<file path="config.mk">
export PLATFORM = sky130hd
export DESIGN_NAME = mem_bus_master
export DESIGN_NICKNAME = d
export VERILOG_FILES = /design/src/rtl/mem_pkg.sv /design/src/rtl/mem_timeout_counter.sv /design/src/rtl/mem_bus_master.sv
export SDC_FILE = /design/constraint.sdc
export NUM_CORES = 1
export LEC_CHECK = 0
export ABC_CLOCK_PERIOD_IN_PS = 3200
export BUFFER_PORTS_ARGS = -buffer_cell sky130_fd_sc_hd__buf_2
export CAP_MARGIN = 20
export CORE_MARGIN = 2
export CORE_UTILIZATION = 50
export DETAILED_ROUTE_END_ITERATION = 16
export PLACE_DENSITY = 0.79
export SLEW_MARGIN = 20
export SYNTH_ARGS = -nofsm -noshare
export SYNTH_HDL_FRONTEND = slang
export SYNTH_SLANG_ARGS = --single-unit
</file>
<file path="constraint.sdc">
create_clock -name clock -period 3.2 [get_ports clock]
set_input_delay 0.64 -clock clock [delete_from_list [all_inputs] [get_ports clock]]
set_output_delay 0.64 -clock clock [all_outputs]
set_load 0.1 [all_outputs]
</file>
<file path="src/rtl/mem_pkg.sv">
// rtl/mem_pkg.sv - shared types and constants for the memory bus master
package mem_pkg;

    typedef enum logic [1:0] {
        SIZE_BYTE   = 2'd0,
        SIZE_HALF   = 2'd1,
        SIZE_WORD   = 2'd2,
        SIZE_DOUBLE = 2'd3
    } mem_size_t;

    localparam logic MEM_READ    = 1'b0;
    localparam logic MEM_WRITE   = 1'b1;
    localparam logic MEM_DATA    = 1'b0;
    localparam logic MEM_ADDRESS = 1'b1;

    typedef enum logic [2:0] {
        ST_IDLE    = 3'd0,
        ST_RD_ADDR = 3'd1,
        ST_RD_DATA = 3'd2,
        ST_WR_DATA = 3'd3,
        ST_WR_ADDR = 3'd4,
        ST_RESP    = 3'd5
    } master_state_t;

    // SIZE_DOUBLE has no 64-bit path on this bus, so it is checked like a word.
    function automatic logic is_misaligned(input logic [1:0] size, input logic [1:0] addr_lo);
        logic mis;
        case (mem_size_t'(size))
            SIZE_BYTE: mis = 1'b0;
            SIZE_HALF: mis = addr_lo[0];
            default:   mis = |addr_lo;
        endcase
        return mis;
    endfunction

endpackage

</file>
<file path="src/rtl/mem_timeout_counter.sv">
// rtl/mem_timeout_counter.sv - saturating phase timeout counter
module mem_timeout_counter #(
    parameter int TIMEOUT_CYCLES = 64,
    parameter int CNT_W          = $clog2(TIMEOUT_CYCLES + 1)
) (
    input  logic             clock,
    input  logic             reset,
    input  logic             clear,
    input  logic             enable,
    output logic [CNT_W-1:0] count,
    output logic             expired
);

    localparam logic [CNT_W-1:0] CNT_FULL = CNT_W'(TIMEOUT_CYCLES);
    localparam logic [CNT_W-1:0] CNT_LAST = CNT_W'(TIMEOUT_CYCLES - 1);

    logic [CNT_W-1:0] count_q;
    logic [CNT_W-1:0] count_d;

    always_comb begin
        count_d = count_q;
        if (clear) begin
            count_d = '0;
        end else if (enable && (count_q != CNT_FULL)) begin
            count_d = count_q + CNT_W'(1);
        end
    end

    always_ff @(posedge clock) begin
        if (!reset) begin
            count_q <= '0;
        end else begin
            count_q <= count_d;
        end
    end

    assign count = count_q;
    // Flags the cycle whose closing edge brings the count to TIMEOUT_CYCLES.
    assign expired = enable && (count_q == CNT_LAST);

endmodule

</file>
<file path="src/rtl/mem_bus_master.sv">
// rtl/mem_bus_master.sv - CPU load/store to tri-state memory bus sequencer
module mem_bus_master
    import mem_pkg::*;
#(
    parameter int TIMEOUT_CYCLES = 64
) (
    input  logic        clock,
    input  logic        reset,
    input  logic        req_valid,
    output logic        req_ready,
    input  logic        req_we,
    input  logic [31:0] req_addr,
    input  logic [31:0] req_wdata,
    input  logic [1:0]  req_size,
    input  logic        req_sign,
    output logic        resp_valid,
    output logic [31:0] resp_rdata,
    output logic        resp_err,
    output logic        mem_read_write,
    output logic        mem_data_address,
    output logic        mem_input_enable,
    output logic        mem_output_enable,
    output logic [1:0]  mem_size,
    output logic        mem_sign,
    input  logic        mem_done_or_valid,
    output logic [31:0] bus_out,
    output logic        bus_oe,
    input  logic [31:0] bus_in
);

    localparam int CNT_W = $clog2(TIMEOUT_CYCLES + 1);

    master_state_t state_q, state_d;
    logic [31:0]   addr_q, addr_d;
    logic [31:0]   wdata_q, wdata_d;
    logic          req_ready_q, req_ready_d;
    logic          resp_valid_q, resp_valid_d;
    logic [31:0]   resp_rdata_q, resp_rdata_d;
    logic          resp_err_q, resp_err_d;
    logic          mem_read_write_q, mem_read_write_d;
    logic          mem_data_address_q, mem_data_address_d;
    logic          mem_input_enable_q, mem_input_enable_d;
    logic          mem_output_enable_q, mem_output_enable_d;
    logic [1:0]    mem_size_q, mem_size_d;
    logic          mem_sign_q, mem_sign_d;
    logic [31:0]   bus_out_q, bus_out_d;
    logic          bus_oe_q, bus_oe_d;

    logic             in_addr_phase;
    logic [CNT_W-1:0] tmo_count;
    logic             tmo_expired;
    logic             done_ok;

    assign in_addr_phase = (state_q == ST_RD_ADDR) || (state_q == ST_WR_ADDR);

    mem_timeout_counter #(
        .TIMEOUT_CYCLES (TIMEOUT_CYCLES),
        .CNT_W          (CNT_W)
    ) u_timeout (
        .clock   (clock),
        .reset   (reset),
        .clear   (!in_addr_phase),
        .enable  (in_addr_phase),
        .count   (tmo_count),
        .expired (tmo_expired)
    );

    // A zero count marks the entry cycle, where done may still be high from the previous access.
    assign done_ok = mem_done_or_valid && (tmo_count != '0);

    always_comb begin
        state_d      = state_q;
        addr_d       = addr_q;
        wdata_d      = wdata_q;
        mem_size_d   = mem_size_q;
        mem_sign_d   = mem_sign_q;
        resp_rdata_d = resp_rdata_q;
        resp_err_d   = 1'b0;

        case (state_q)
            ST_IDLE: begin
                if (req_valid) begin
                    addr_d     = req_addr;
                    wdata_d    = req_wdata;
                    mem_size_d = req_size;
                    mem_sign_d = req_sign;
                    if (is_misaligned(req_size, req_addr[1:0])) begin
                        state_d    = ST_RESP;
                        resp_err_d = 1'b1;
                    end else if (req_we) begin
                        state_d = ST_WR_DATA;
                    end else begin
                        state_d = ST_RD_ADDR;
                    end
                end
            end
            ST_RD_ADDR: begin
                if (done_ok) begin
                    state_d = ST_RD_DATA;
                end else if (tmo_expired) begin
                    state_d    = ST_RESP;
                    resp_err_d = 1'b1;
                end
            end
            ST_RD_DATA: begin
                resp_rdata_d = bus_in;
                state_d      = ST_RESP;
            end
            ST_WR_DATA: begin
                state_d = ST_WR_ADDR;
            end
            ST_WR_ADDR: begin
                if (done_ok) begin
                    state_d = ST_RESP;
                end else if (tmo_expired) begin
                    state_d    = ST_RESP;
                    resp_err_d = 1'b1;
                end
            end
            ST_RESP: begin
                state_d = ST_IDLE;
            end
            default: begin
                state_d = ST_IDLE;
            end
        endcase

        // Bus-facing outputs are decoded from the next state so they register alongside it.
        req_ready_d         = (state_d == ST_IDLE);
        resp_valid_d        = (state_d == ST_RESP);
        mem_read_write_d    = ((state_d == ST_WR_DATA) || (state_d == ST_WR_ADDR)) ? MEM_WRITE : MEM_READ;
        mem_data_address_d  = ((state_d == ST_RD_ADDR) || (state_d == ST_WR_ADDR)) ? MEM_ADDRESS : MEM_DATA;
        mem_input_enable_d  = (state_d == ST_RD_ADDR) || (state_d == ST_WR_DATA) || (state_d == ST_WR_ADDR);
        mem_output_enable_d = (state_d == ST_RD_DATA);
        bus_oe_d            = mem_input_enable_d;

        bus_out_d = bus_out_q;
        if (state_d == ST_WR_DATA) begin
            bus_out_d = wdata_d;
        end else if ((state_d == ST_RD_ADDR) || (state_d == ST_WR_ADDR)) begin
            bus_out_d = addr_d;
        end
    end

    always_ff @(posedge clock) begin
        if (!reset) begin
            state_q             <= ST_IDLE;
            addr_q              <= '0;
            wdata_q             <= '0;
            req_ready_q         <= 1'b1;
            resp_valid_q        <= 1'b0;
            resp_rdata_q        <= '0;
            resp_err_q          <= 1'b0;
            mem_read_write_q    <= 1'b0;
            mem_data_address_q  <= 1'b0;
            mem_input_enable_q  <= 1'b0;
            mem_output_enable_q <= 1'b0;
            mem_size_q          <= SIZE_WORD;
            mem_sign_q          <= 1'b0;
            bus_out_q           <= '0;
            bus_oe_q            <= 1'b0;
        end else begin
            state_q             <= state_d;
            addr_q              <= addr_d;
            wdata_q             <= wdata_d;
            req_ready_q         <= req_ready_d;
            resp_valid_q        <= resp_valid_d;
            resp_rdata_q        <= resp_rdata_d;
            resp_err_q          <= resp_err_d;
            mem_read_write_q    <= mem_read_write_d;
            mem_data_address_q  <= mem_data_address_d;
            mem_input_enable_q  <= mem_input_enable_d;
            mem_output_enable_q <= mem_output_enable_d;
            mem_size_q          <= mem_size_d;
            mem_sign_q          <= mem_sign_d;
            bus_out_q           <= bus_out_d;
            bus_oe_q            <= bus_oe_d;
        end
    end

    assign req_ready         = req_ready_q;
    assign resp_valid        = resp_valid_q;
    assign resp_rdata        = resp_rdata_q;
    assign resp_err          = resp_err_q;
    assign mem_read_write    = mem_read_write_q;
    assign mem_data_address  = mem_data_address_q;
    assign mem_input_enable  = mem_input_enable_q;
    assign mem_output_enable = mem_output_enable_q;
    assign mem_size          = mem_size_q;
    assign mem_sign          = mem_sign_q;
    assign bus_out           = bus_out_q;
    assign bus_oe            = bus_oe_q;

endmodule

</file>
==> PnR_summary.wiki, run 1 <==
{| class="wikitable"
! Metric !! Value
|-
| Leak pwr || 3.088 nW
|-
| Worst relative slew slack || 0.2970
|-
| Core Region || 0.01084 mm2
|-
| Area of all placed cells without fillers || 0.007122 mm2
|-
| Setup Viol. Count Final || 0
|-
| Pin count of the biggest net entering global routing || 103
|-
| Placement Setup Slack || 311.2 ps
|-
| Diodes inserted || 0
|-
| CTS Root Cell || clkbuf_8
|-
| Ranking of synthesized cells by instance count || nand2_1, dfxtp_1, a21oi_1
|-
| Average via count per standard cell || 5.344
|-
| Overall fraction of global-route tracks in use || 0.2386
|-
| Total iterations of the first detailed-routing run || 5
|-
| Mean routed wirelength per cell || 15.24 um
|-
| Slew at the pin with the worst max-slew slack || 1054 ps
|-
| Final worst path period need || 2863 ps
|-
| Antenna violations before repair || 0
|-
| Final routed wirelength across all metal layers || 14,260 um
|-
| Dominant cell type by area after synthesis || dfxtp_1
|-
| IO Pins || 179
|-
| Worst-case clock buffer depth || 2
|-
| Aggregate negative setup slack || 0 ps
|-
| Worst Hold Launch || bus_in[6]
|-
| Required @ worst endpoint || 3650 ps
|-
| Overflow left after global routing || 0
|-
| Distinct cell type count of the synthesized netlist || 39
|-
| Fin. Hold Viols || 0
|-
| Final worst setup slack || 336.7 ps
|-
| Post-synth top flop || dfxtp_1
|-
| Combinational Power Share || 0.239
|-
| Post-synthesis sequential element count || 148
|-
| Mapped Nets || 739
|-
| Number of flops mapped to enable cells by yosys || 0
|-
| Quantity of I/O buffers inserted on ports || 178
|-
| Category of the most critical setup path || flip-flop to flip-flop
|-
| Worst stage delay on the critical path || 480 ps
|-
| Clock transition time at the flip-flop clock pins of the worst setup and hold paths || 60 ps
|-
| Result of the run || finished clean
|-
| Type of the tightest min-delay check || primary input to flip-flop
|-
| Die span in y || 109.6 um
|-
| Proportion of synthesized flip-flops having asynchronous set or reset || 0
|-
| Mean post-synth cell area || 8.802 um2
|-
| Cell breakdown of the critical path || inv_1 -> ha_1 -> or4b_4 -> o31ai_4 -> a21o_1 -> nand3_4 -> a21oi_4 -> buf_4 -> a221o_1
|-
| Inserted Clock Buffers || 17
|-
| Number of vias in the routed layout || 5,002
|-
| Total of hold buffers inserted after clock tree synthesis || 0
|-
| Cell with the most instances after synthesis || nand2_1
|-
| Cell-internal power || 3.759 mW
|-
| Critical-path cell with the highest stage delay || or4b_4
|-
| Area added between synthesis and finish || 27.82%
|-
| Startpoint of the most critical setup path || u_timeout.count[0]
|-
| Final clock period utilization by the worst path || 0.8948
|-
| Number of warnings printed during yosys synthesis || 0
|-
| FP Rows || 38
|-
| Crit Reg-Reg Startpoint || u_timeout.count[0]
|-
| Net Sw Power || 1.874 mW
|-
| Clk network pwr share || 0.392
|-
| Fraction of the yosys area taken by sequential cells || 0.5318
|-
| Post-place instance area || 0.006456 mm2
|-
| Number of clock sinks || 148
|-
| Pwr dens || 791.0 mW/mm2
|-
| Initial Util || 0.5140
|-
| Number of global-route vias before repair || 4,711
|-
| Routability-driven placement congestion ratio || 0.8176
|-
| Final HPWL from detailed placement || 9233 um
|-
| # nets final || 890
|-
| H-tree Lvls || 4
|-
| DRC marker count from the first detailed-route iteration || 362
|-
| Setup repair after global routing missed its margin || no
|-
| Clk Latency, worst-skew pair || 510 ps
|-
| Area share of the largest cell type after synthesis || 0.5318
|-
| Switching share of power || 0.3327
|-
| DRC violation count after routing || 0
|-
| DIE AREA || 0.01200 mm2
|-
| Data arrival time at the worst-slack endpoint || 3310 ps
|-
| Nature of the critical path endpoint || flip-flop
|-
| Maximum fanout along the worst path || 33
|-
| Seq pwr share || 0.370
|-
| Maximum achievable frequency || 0.3492 GHz
|-
| Post-CTS setup buffers || 0
|-
| Fraction of final layout cells with drive strength greater than 1 || 0.2877
|-
| Final slew viol count || 0
|-
| Wire length of the first global-routing pass || 22,340 um
|-
| Top post-synthesis cells by area || dfxtp_1, nand2_1, a21oi_1, a221o_1, and4_1
|-
| TritonCTS clock tree || yes
|-
| Post-route ant nets || 0
|-
| Area of the mapped netlist || 0.005572 mm2
|-
| Cts repair resizes || 0
|-
| Worst voltage drop across the vdd grid || 0.3841 mV
|-
| Max-cap viol count || 0
|-
| Die Span X || 109.6 um
|-
| Setup clock skew after layout || 9.631 ps
|-
| Type of origin of the critical path || flip-flop
|-
| Total chip power || 5.633 mW
|-
| Cells after Synth || 633
|}
## worst max-delay path: cells and delay by family, from the launching register on
family / cells / cell delay, ps
AO/OA/AOI/OAI: 4 / 1030
AND/OR/NAND/NOR: 2 / 800
adder cells (fa/ha/maj): 1 / 140
flip-flops: 1 / 350
buffers and inverters: 2 / 470
## power groups by stage
stage / logic, mW / clock network [mW] / registers [mW]
after floorplan: 0.512 / 0 / 2.69
after global placement: 1.32 / 0 / 2.11
after detailed placement: 1.35 / 0 / 2.12
after CTS: 1.35 / 2.25 / 2.08
after global routing: 1.43 / 2.32 / 2.10
final: 1.34 / 2.21 / 2.08
## layout by cell type, fill, tap and decap left out, types with 3 or more instances in the layout
master and instances:
xor2_1 3, inv_6 3, nor2_1 11, a221o_1 32, xnor2_1 3, clkbuf_16 16
and2_1 4, nand2_1 206, nand3_1 6, clkinv_2 3, a21oi_1 104, buf_2 178
buf_4 6, bufinv_16 6, dfxtp_1 148, clkbuf_8 3, and4_1 32
## final cells by class
cell class,instances,area [um2]
Fill cell,890,3719
Sequential cell,148,2963
Clock buffer,19,441.7
Tap cell,140,175.2
Multi-Input combinational cell,428,2346
Inverter,4,16.27
Clock inverter,12,224.0
Timing Repair Buffer,185,955.9
## state kept, by name (all words and copies together), names as in the netlist
name	flops
addr_q	32
bus_out	32
resp_rdata	32
wdata_q	32
u_timeout.count	7
state_q	3
mem_size	2
bus_oe	1
mem_data_address	1
mem_output_enable	1
mem_read_write	1
mem_sign	1
req_ready	1
resp_err	1
resp_valid	1
## kinds of logic (layout without fill, tap and decap cells)
| group | after synthesis | in the layout | share of synthesized area |
|---|---|---|---|
| buffers and inverters | 57 | 220 | 0.04828 |
| AO/OA/AOI/OAI | 149 | 149 | 0.1806 |
| AND/OR/NAND/NOR | 271 | 271 | 0.2255 |
| flip-flops | 148 | 148 | 0.5318 |
| XOR/XNOR | 6 | 6 | 0.009434 |
| adder cells (fa/ha/maj) | 2 | 2 | 0.004491 |
## routing by layer
metal / global-route usage / vias up / part of all wire / wire length [um]
li1: - / 2486 / - / -
met1: 0.2977 / 2299 / 0.44 / 6259
met2: 0.4012 / 202 / 0.47 / 6642
met3: 0.06343 / 15 / 0.081 / 1160
met4: 0.07776 / 0 / 0.014 / 199
met5: 0 / - / 0 / 0
## stage by stage
| stage | std cells | util | hold slack (ps) |
|---|---|---|---|
| finish | 936 | 0.6570 | 364.6 |
| global route | 936 | 0.6570 | 338.5 |
| CTS | 936 | 0.6570 | 335.7 |
| detailed placement | 905 | 0.5956 | 448.5 |
| global placement | 905 | 0.5956 | 438.8 |
| floorplan | 633 | - | 440.2 |
## worst paths after layout
check | to | slack [ps] | cells past startpoint
max reg2reg | bus_out[3] | 340 | 9
min reg2reg | resp_rdata[21] | 460 | 2
min | resp_rdata[6] | 360 | 3
max | bus_out[3] | 340 | 9
Note: power is estimated with default switching activity, not from simulation.
==> inputs of run 2 (changes only) <==
Settings changed: ABC_AREA set to 1, CORE_UTILIZATION 50 to 52, PLACE_DENSITY 0.79 to 0.8.
==> run 2 against run 1 <==
  * Synthesized area up 13%
  * Critical path depth up 1
  * Combinational power up 18%
  * Hold slack better by 73 ps
  * Die area up 8.1%
  * Sequential cell count unchanged
  * Sequential power about the same
  * Highest routed layer unchanged
==> PnR_summary.wiki, run 2 <==
{| class="wikitable"
! Metric !! Value
|-
| DIE AREA || 0.01297 mm2
|-
| Worst-case clock buffer depth || 2
|-
| Cell breakdown of the critical path || nor2_2 -> nand2_4 -> inv_2 -> nand3_4 -> nand2_2 -> inv_2 -> nand4_4 -> nand2_4 -> o21ai_1 -> inv_1
|-
| Overflow left after global routing || 0
|-
| Setup clock skew after layout || 6.207 ps
|-
| DRC marker count from the first detailed-route iteration || 363
|-
| Data arrival time at the worst-slack endpoint || 2580 ps
|-
| Post-synthesis sequential element count || 148
|-
| Post-synth top flop || dfxtp_1
|-
| Post-route worst hold slack || 437.6 ps
|-
| Mapped Nets || 899
|-
| Number of flops mapped to enable cells by yosys || 0
|-
| Final routed wirelength across all metal layers || 15,820 um
|-
| H-tree Lvls || 4
|-
| Overall fraction of global-route tracks in use || 0.2511
|-
| Worst voltage drop across the vdd grid || 0.5156 mV
|-
| Number of vias in the routed layout || 5,666
|-
| Maximum achievable frequency || 0.4408 GHz
|-
| Cts repair resizes || 0
|-
| Cell with the most instances after synthesis || nor2_1
|-
| Required @ worst endpoint || 3510 ps
|-
| Ranking of synthesized cells by instance count || nor2_1, dfxtp_1, nand2_1
|-
| Result of the run || finished clean
|-
| Area of the mapped netlist || 0.006281 mm2
|-
| Final HPWL from detailed placement || 10,200 um
|-
| Most frequent standard cell in the layout excluding fill and tap cells || buf_2
|-
| Type of origin of the critical path || flip-flop
|-
| Number of warnings printed during yosys synthesis || 0
|-
| Setup Viol. Count Final || 0
|-
| Antenna violations before repair || 1
|-
| Inserted Clock Buffers || 17
|-
| IO Pins || 179
|-
| Nature of the critical path endpoint || flip-flop
|-
| Max-cap viol count || 0
|-
| Fraction of final layout cells with drive strength greater than 1 || 0.3166
|-
| Total of hold buffers inserted after clock tree synthesis || 0
|-
| Worst Hold Launch || bus_in[5]
|-
| # nets final || 1,050
|-
| Area share of the largest cell type after synthesis || 0.4717
|-
| Number of clock sinks || 148
|-
| Core Region || 0.01191 mm2
|-
| Average via count per standard cell || 5.128
|-
| Fin. Hold Viols || 0
|-
| Number of global-route vias before repair || 5,443
|-
| Mean routed wirelength per cell || 14.32 um
|-
| TritonCTS clock tree || yes
|-
| Mean post-synth cell area || 7.921 um2
|-
| Final slew viol count || 0
|-
| Post-route ant nets || 0
|-
| Top post-synthesis cells by area || dfxtp_1, nor2_1, nand2_1, mux2i_1, nand3_2
|-
| Proportion of synthesized flip-flops having asynchronous set or reset || 0
|-
| Pin count of the biggest net entering global routing || 88
|-
| Post-CTS setup buffers || 0
|-
| Cell depth of the worst hold path || 3
|-
| Worst hold endpoint || resp_rdata[5]
|-
| Dominant cell type by area after synthesis || dfxtp_1
|-
| Slew at the pin with the worst max-slew slack || 1016 ps
|-
| FP Rows || 40
|-
| Critical-path cell with the highest stage delay || nand2_4
|-
| Type of the tightest min-delay check || primary input to flip-flop
|-
| Quantity of I/O buffers inserted on ports || 178
|-
| Crit Reg-Reg Startpoint || state_q[2]
|-
| Leak pwr || 4.136 nW
|-
| Initial Util || 0.5273
|-
| Number of cell instances on the worst register-to-register path || 10
|-
| DRC violation count after routing || 0
|-
| Distinct cell type count of the synthesized netlist || 29
|-
| Register-to-Register Setup Slack || 930 ps
|-
| Area added between synthesis and finish || 23.94%
|-
| Fraction of the yosys area taken by sequential cells || 0.4717
|-
| Category of the most critical setup path || flip-flop to flip-flop
|-
| Wire length of the first global-routing pass || 25,870 um
|-
| Total iterations of the first detailed-routing run || 7
|-
| Die Span X || 113.9 um
|-
| Clk Latency, worst-skew pair || 420 ps
|-
| Die span in y || 113.9 um
|-
| Cells after Synth || 793
|-
| Maximum fanout along the worst path || 33
|-
| Setup repair after global routing missed its margin || no
|-
| Endpoint of the most critical register-to-register path || bus_oe
|-
| Worst relative slew slack || 0.3216
|-
| Final clock period utilization by the worst path || 0.7089
|-
| Aggregate negative setup slack || 0 ps
|-
| Pwr dens || 736.4 mW/mm2
|-
| Clock transition time at the flip-flop clock pins of the worst setup and hold paths || 60 ps
|-
| Worst stage delay on the critical path || 360 ps
|-
| Final worst path period need || 2269 ps
|-
| Commonest non-fill, non-tap cells in the layout || buf_2, nor2_1, dfxtp_1
|-
| Routability-driven placement congestion ratio || 0.7914
|-
| CTS Root Cell || clkbuf_16
|}
==> run 2: area by class of cell <==
cell class	count	area, um2
inverters	53	198.9
clock inverters	8	121.4
well taps	147	183.9
flip-flops and latches	148	2963
clock buffers	24	491.7
fillers	1055	4126
diodes	1	2.502
multi-input cells	536	2833
repair buffers	188	991.0
==> run 2: critical path, delay by kind of cell, from the launching register on <==
kind            cells  cell delay, ps
compound gates      1             260
buf+inv             3             400
flops               1             350
simple gates        6            1150
==> run 2: routing by layer <==
metal,vias to the layer above,part of all wire,track usage
met5,-,0,0
met3,26,0.058,0.06323
met2,182,0.47,0.4176
li1,2866,-,-
met1,2592,0.46,0.3160
met4,0,0.018,0.09431
==> run 2: worst max-delay path by stage <==
| stage | start | slack, ps | to |
|---|---|---|---|
| global placement | req_valid | 620 | bus_oe |
| finish | state_q[2] | 930 | bus_oe |
| floorplan | bus_oe | 1200 | mem_input_enable |
| detailed placement | req_valid | 570 | bus_oe |
| global route | u_timeout.count[0] | 760 | bus_out[31] |
| CTS | state_q[2] | 940 | bus_oe |
==> run 2: kinds of logic (layout without fill, tap and decap cells) <==
kind of cell	after synthesis	count (layout)	share of synthesized area
fa+ha+maj	2	2	0.003983
other cells	0	1	0
simple gates	421	421	0.3313
xor+xnor	1	1	0.001395
mux	31	31	0.04940
compound gates	81	81	0.06454
flops	148	148	0.4717
buf+inv	109	273	0.07769
==> run 2: per-stage QoR <==
stage	total power, mW	area [um2]	std cells	util	setup slack, ps
6_report	5.733	7785	1105	0.6536	931.4
5_1_grt	5.952	7782	1104	0.6534	764.0
4_1_cts	5.759	7782	1104	0.6534	935.8
3_5_place_dp	3.713	7169	1072	0.6019	574.0
3_3_place_gp	3.696	7169	1072	0.6019	618.0
2_1_floorplan	3.462	6281	793	-	1204
==> run 2: where the power goes <==
part | total, mW | leakage (nW) | switching, mW | internal [mW]
clock network | 2.06 | 0.301 | 0.749 | 1.31
logic | 1.58 | 2.63 | 1.25 | 0.330
registers | 2.10 | 1.21 | 0.0771 | 2.02
